File: src/rtl/uart_rx_8n1.sv
// 8N1 UART receiver running directly on the system clock.
// Mid-bit sampling is timed from the start edge; each good byte is delivered with a one-cycle strobe.
//
// state | meaning
// IDLE  | line idle; waiting for an armed falling edge
// START | timing to mid start bit to confirm it is still low
// DATA  | sampling 8 data bits LSB first at one-bit intervals
// STOP  | sampling the stop bit; strobe valid or framing error
// BREAK | stop bit was low; waiting for the line to return high
module uart_rx_8n1 #(
  parameter int CLK_FREQ = 12000000,
  parameter int BAUD     = 9600
) (
  input  logic       clk,
  input  logic       rst,
  input  logic       uart_rx,
  output logic [7:0] rx_data,
  output logic       rx_valid,
  output logic       rx_busy,
  output logic       rx_frame_err
);

  localparam int CPB   = CLK_FREQ / BAUD;
  localparam int HALF  = CPB / 2;
  localparam int CNT_W = $clog2(CPB);
  localparam logic [CNT_W-1:0] HALF_TC = CNT_W'(HALF - 1);
  localparam logic [CNT_W-1:0] BIT_TC  = CNT_W'(CPB - 1);

  if (CPB < 4) begin : g_cpb_check
    $error("uart_rx_8n1: CLK_FREQ/BAUD must be at least 4");
  end

  typedef enum logic [2:0] {
    IDLE  = 3'd0,
    START = 3'd1,
    DATA  = 3'd2,
    STOP  = 3'd3,
    BREAK = 3'd4
  } state_t;

  state_t           state, state_next;
  logic             rx_meta, rx_s;
  logic [1:0]       sync_ok;
  logic [CNT_W-1:0] cnt, cnt_next;
  logic [2:0]       bit_idx, bit_idx_next;
  logic [7:0]       shift_reg, shift_next;
  logic             armed, armed_next;
  logic [7:0]       data_next;
  logic             valid_next, err_next, busy_next;

  always_comb begin
    state_next   = state;
    cnt_next     = cnt;
    bit_idx_next = bit_idx;
    shift_next   = shift_reg;
    armed_next   = armed;
    data_next    = rx_data;
    valid_next   = 1'b0;
    err_next     = 1'b0;

    case (state)
      IDLE: begin
        cnt_next = '0;
        if (armed && !rx_s) begin
          state_next = START;
          armed_next = 1'b0;
        end else if (rx_s && sync_ok[1]) begin
          // The synchronizer's reset value of 1 must not count as a real idle line.
          armed_next = 1'b1;
        end
      end

      START: begin
        if (cnt == HALF_TC) begin
          cnt_next = '0;
          if (!rx_s) begin
            state_next   = DATA;
            bit_idx_next = '0;
          end else begin
            state_next = IDLE;
          end
        end else begin
          cnt_next = cnt + CNT_W'(1);
        end
      end

      DATA: begin
        if (cnt == BIT_TC) begin
          cnt_next            = '0;
          shift_next[bit_idx] = rx_s;
          if (bit_idx == 3'd7) begin
            state_next = STOP;
          end else begin
            bit_idx_next = bit_idx + 3'd1;
          end
        end else begin
          cnt_next = cnt + CNT_W'(1);
        end
      end

      STOP: begin
        if (cnt == BIT_TC) begin
          cnt_next = '0;
          if (rx_s) begin
            data_next  = shift_reg;
            valid_next = 1'b1;
            // High stop level arms an immediately following start edge.
            armed_next = 1'b1;
            state_next = IDLE;
          end else begin
            err_next   = 1'b1;
            state_next = BREAK;
          end
        end else begin
          cnt_next = cnt + CNT_W'(1);
        end
      end

      BREAK: begin
        cnt_next = '0;
        if (rx_s) begin
          state_next = IDLE;
        end
      end

      default: begin
        state_next = IDLE;
        cnt_next   = '0;
        armed_next = 1'b0;
      end
    endcase

    // Busy stays up through the strobe cycle so a consumer sees it cover the whole frame.
    busy_next = (state_next != IDLE) || valid_next || err_next;
  end

  always_ff @(posedge clk) begin
    if (rst) begin
      rx_meta      <= 1'b1;
      rx_s         <= 1'b1;
      sync_ok      <= '0;
      state        <= IDLE;
      cnt          <= '0;
      bit_idx      <= '0;
      shift_reg    <= '0;
      armed        <= 1'b0;
      rx_data      <= '0;
      rx_valid     <= 1'b0;
      rx_busy      <= 1'b0;
      rx_frame_err <= 1'b0;
    end else begin
      rx_meta      <= uart_rx;
      rx_s         <= rx_meta;
      sync_ok      <= {sync_ok[0], 1'b1};
      state        <= state_next;
      cnt          <= cnt_next;
      bit_idx      <= bit_idx_next;
      shift_reg    <= shift_next;
      armed        <= armed_next;
      rx_data      <= data_next;
      rx_valid     <= valid_next;
      rx_busy      <= busy_next;
      rx_frame_err <= err_next;
    end
  end

endmodule

File: config.mk
export PLATFORM = sky130hd
export DESIGN_NAME = uart_rx_8n1
export DESIGN_NICKNAME = d
export VERILOG_FILES = /design/src/rtl/uart_rx_8n1.sv
export SDC_FILE = /design/constraint.sdc
export NUM_CORES = 1
export LEC_CHECK = 0
export ABC_AREA = 1
export CORE_UTILIZATION = 59
export CTS_BUF_LIST = sky130_fd_sc_hd__clkbuf_8
export DETAILED_ROUTE_END_ITERATION = 7
export GPL_TIMING_DRIVEN = 0
export PLACE_DENSITY = 0.9
export SYNTH_ARGS = -nofsm -noshare
export SYNTH_HDL_FRONTEND = slang
export SYNTH_SLANG_ARGS = --single-unit
File: constraint.sdc
create_clock -name clk -period 3.7 [get_ports clk]
set_input_delay 0.74 -clock clk [delete_from_list [all_inputs] [get_ports clk]]
set_output_delay 0.74 -clock clk [all_outputs]
set_load 0.01 [all_outputs]
==> qor.yml <==
cts:
  cts_root_buf: "clkbuf_8"
  numCtsBuffers: 5
  cts_max_level: 2
  cts_hold_buf: 0
  cts_buffer_depth: 2
  clk_latency_ns: 0.30
  cts_tree: "done"
  clkTransAtPathRegs_ns: 0.07
  cts-resized-gates: 0
  cts_setup_buffers: 0
  cts_sinks: 41
placement:
  routabilityCongestion: 0.829
  placedCellCount: 323
  place_area_sq_um: 2190
  io_buffers: 12
  dp_hpwl_mm: 2.93
routing:
  drt-wirelength-per-cell_um: 12.4
  drc_errors: 0
  drtIter0Drc: 107
  vias: 1758
  drt_wl_total_mm: 4.10
  detail-route-antenna-nets: 0
  dr.pass1.iters: 4
  vias_per_cell: 5.33
min_path:
  hp-class: "reg2reg"
  hold_end: "sync_ok[1]"
  min_from: "sync_ok[0]"
  hold_depth: 2
critical_path:
  required_ns: 2.96
  cp-end-kind: "output port"
  critPathBufInv: 1
  r2r_cells: 8
  ff2ff_setup_slack_ns: 2.06
  r2r-end: "rx_data[3]"
  path_cells: "clkdlybuf4s50_1"
  r2r-start: "cnt[0]"
  cp_max_fo: 2
  crit_type: "reg2out"
  cpLargestDelayFamily: "buffers and inverters"
  crit_path_start_kind: "flip-flop"
  critical_path.slowest_cell: "clkdlybuf4s50_1"
  crit_cells: 1
  worst_path_largest_cell_delay_ns: 0.54
  cp.arrival_ns: 1.16
floorplan:
  num_rows: 20
  initial_core_util_pct: 64.0
  pin_count: 14
  dieArea_sq_um: 3660
  fp.coreArea_sq_um: 3150
  die_h_um: 60.5
  die_w_um: 60.5
job:
  max_cap_violations: 0
logic_synthesis:
  yosys-top-cells-area: "dfxtp_1 (41%), nand2_1 (9.9%), nand4_1 (6.5%)"
  ys_ff_latch: 41
  synth-xor-area-share_pct: 2.17
  synth_top_family_by_area: "simple AND/OR/NAND/NOR gates"
  syn_nets: 275
  syn_area_sq_um: 2020
  yosysTopAreaCell: "dfxtp_1"
  synth_mux_area_share_pct: 0
  ys_types: 31
  yosysWarnings: 0
  synth-simple-area-share_pct: 34.4
  synthAdderAreaFrac_pct: 3.10
  seq_area_frac_synth_pct: 40.7
  postSynthCellCount: 267
  syn_avg_cell_area_sq_um: 7.55
  synth.top_cell.area_share_pct: 40.7
  synth_compound_area_share_pct: 7.38
sta:
  layout_min_cycle_time_ns: 1.90
  finalCritPeriodShare_pct: 51.5
  setup_viol: 0
  skew_ns: 0.00834
  slew_violations: 0
  slew_headroom_pct: 76.7
  worst_pin_slew_ns: 0.346
  hold_viol: 0
  rsz0062_at_grt: "no"
  tns_ns: 0
  fmax_mhz: 525
pwr:
  internal_power_mw: 0.600
  power.density_cell_area_nw_per_um2: 332
  ir_worst_vdd_mv: 0.238
  sw_frac_of_total_pct: 20.6
  pwr-share-comb_pct: 3.2
  power_frac_seq_pct: 59.1
  pwr-share-clk_pct: 37.7
  p_leak_nw: 0.901
  switching_power_mw: 0.155
layout:
  instances_no_fill: 330
  area_growth_syn_to_layout_pct: 13.0
  seq_area_sq_um: 821
  largest_register_ff_count: 11
  final_nets: 294
  final_area_sq_um: 2280
  fillCellCount: 267
  multi_input_area_sq_um: 950
  drive_gt1_share_pct: 11.5
  antenna_cells: 0
global_route:
  grt_pass1_wl_mm: 6.81
  grt_antenna_before_repair: 0
  overflow: 0
  grt_usage_pct: 25.2
  grt_pass1_vias: 1652
  grt_start_max_net_pins: 12
status:
  status: "finished clean"
cells in the mapped netlist (all sizes together):
| library cell | number |
|---|---|
| nand3b | 1 |
| clkbuf | 5 |
| o21ai | 3 |
| o31ai | 2 |
| xnor2 | 1 |
| a21oi | 23 |
| or2 | 3 |
| xor2 | 4 |
| buf | 4 |
| ha | 5 |
| inv | 36 |
| nor2 | 35 |
| nand4 | 21 |
| clkinv | 1 |
| nand3 | 22 |
| dfxtp | 41 |
| nor4 | 2 |
| nand2 | 55 |
| nor3 | 3 |
power groups by stage:
stage	Clock (mW)	Sequential [mW]	Combinational (mW)
after global routing	0.311	0.446	0.0263
final	0.285	0.446	0.0241
after global placement	0	0.456	0.0237
after floorplan	0	0.456	0.0181
after detailed placement	0	0.457	0.0238
after CTS	0.292	0.446	0.0239
metal layers:
| metal | GRT usage, % | share of wire [%] | up-vias |
|---|---|---|---|
| met4 | 14.3 | 1.8 | 0 |
| met2 | 43.0 | 48 | 47 |
| met3 | 6.61 | 4.5 | 8 |
| li1 | - | - | 903 |
| met1 | 28.5 | 45 | 800 |
| met5 | 0 | 0 | - |
final cells by class:
type / instances / area share, %
timing repair buffer: 12 / 5.27
sequential: 41 / 36.0
tap: 44 / 2.42
clock buffer: 6 / 3.62
buffer: 9 / 4.72
inverter: 37 / 6.10
clock inverter: 1 / 0.165
multi-input combinational: 180 / 41.7
layout by cell type (no fill, tap or decap), drive strengths merged:
cell           synthesis  routed
a21oi                 23      23
buf                    4       4
clkbuf                 5      11
clkdlybuf4s50          0      12
clkinv                 1       1
dfxtp                 41      41
ha                     5       5
inv                   36      37
nand2                 55      55
nand3                 22      22
nand3b                 1       1
nand4                 21      21
nor2                  35      35
nor3                   3       3
nor4                   2       2
o21ai                  3       3
o31ai                  2       2
or2                    3       3
xnor2                  1       1
xor2                   4       4
kinds of logic after synthesis:
family,after synthesis
flip-flops,41
adder cells (fa/ha/maj),5
buffers and inverters,46
AO/OA/AOI/OAI,28
AND/OR/NAND/NOR,142
XOR/XNOR,5
through the flow:
step                      power, mW  utilization (%)  hold WS, ns  setup WS, ns
after CTS                     0.763             72.3        0.414          1.78
after global routing          0.784             72.3        0.428          1.75
final                         0.756             72.3        0.411          1.80
after detailed placement      0.480             69.5        0.402          2.08
after global placement        0.480             69.5        0.391          2.10
after floorplan               0.474                -        0.388          2.29
worst max path at each step:
stage	end	slack, ns	startpoint
after global routing	rx_data[5]	1.75	rx_data[5]
after global placement	cnt[10]	2.10	cnt[0]
after floorplan	cnt[10]	2.29	cnt[0]
after CTS	rx_data[3]	1.78	rx_data[3]
after detailed placement	rx_data[3]	2.08	cnt[0]
final	rx_data[1]	1.80	rx_data[1]
No activity file was read; power rests on OpenSTA's default activity.
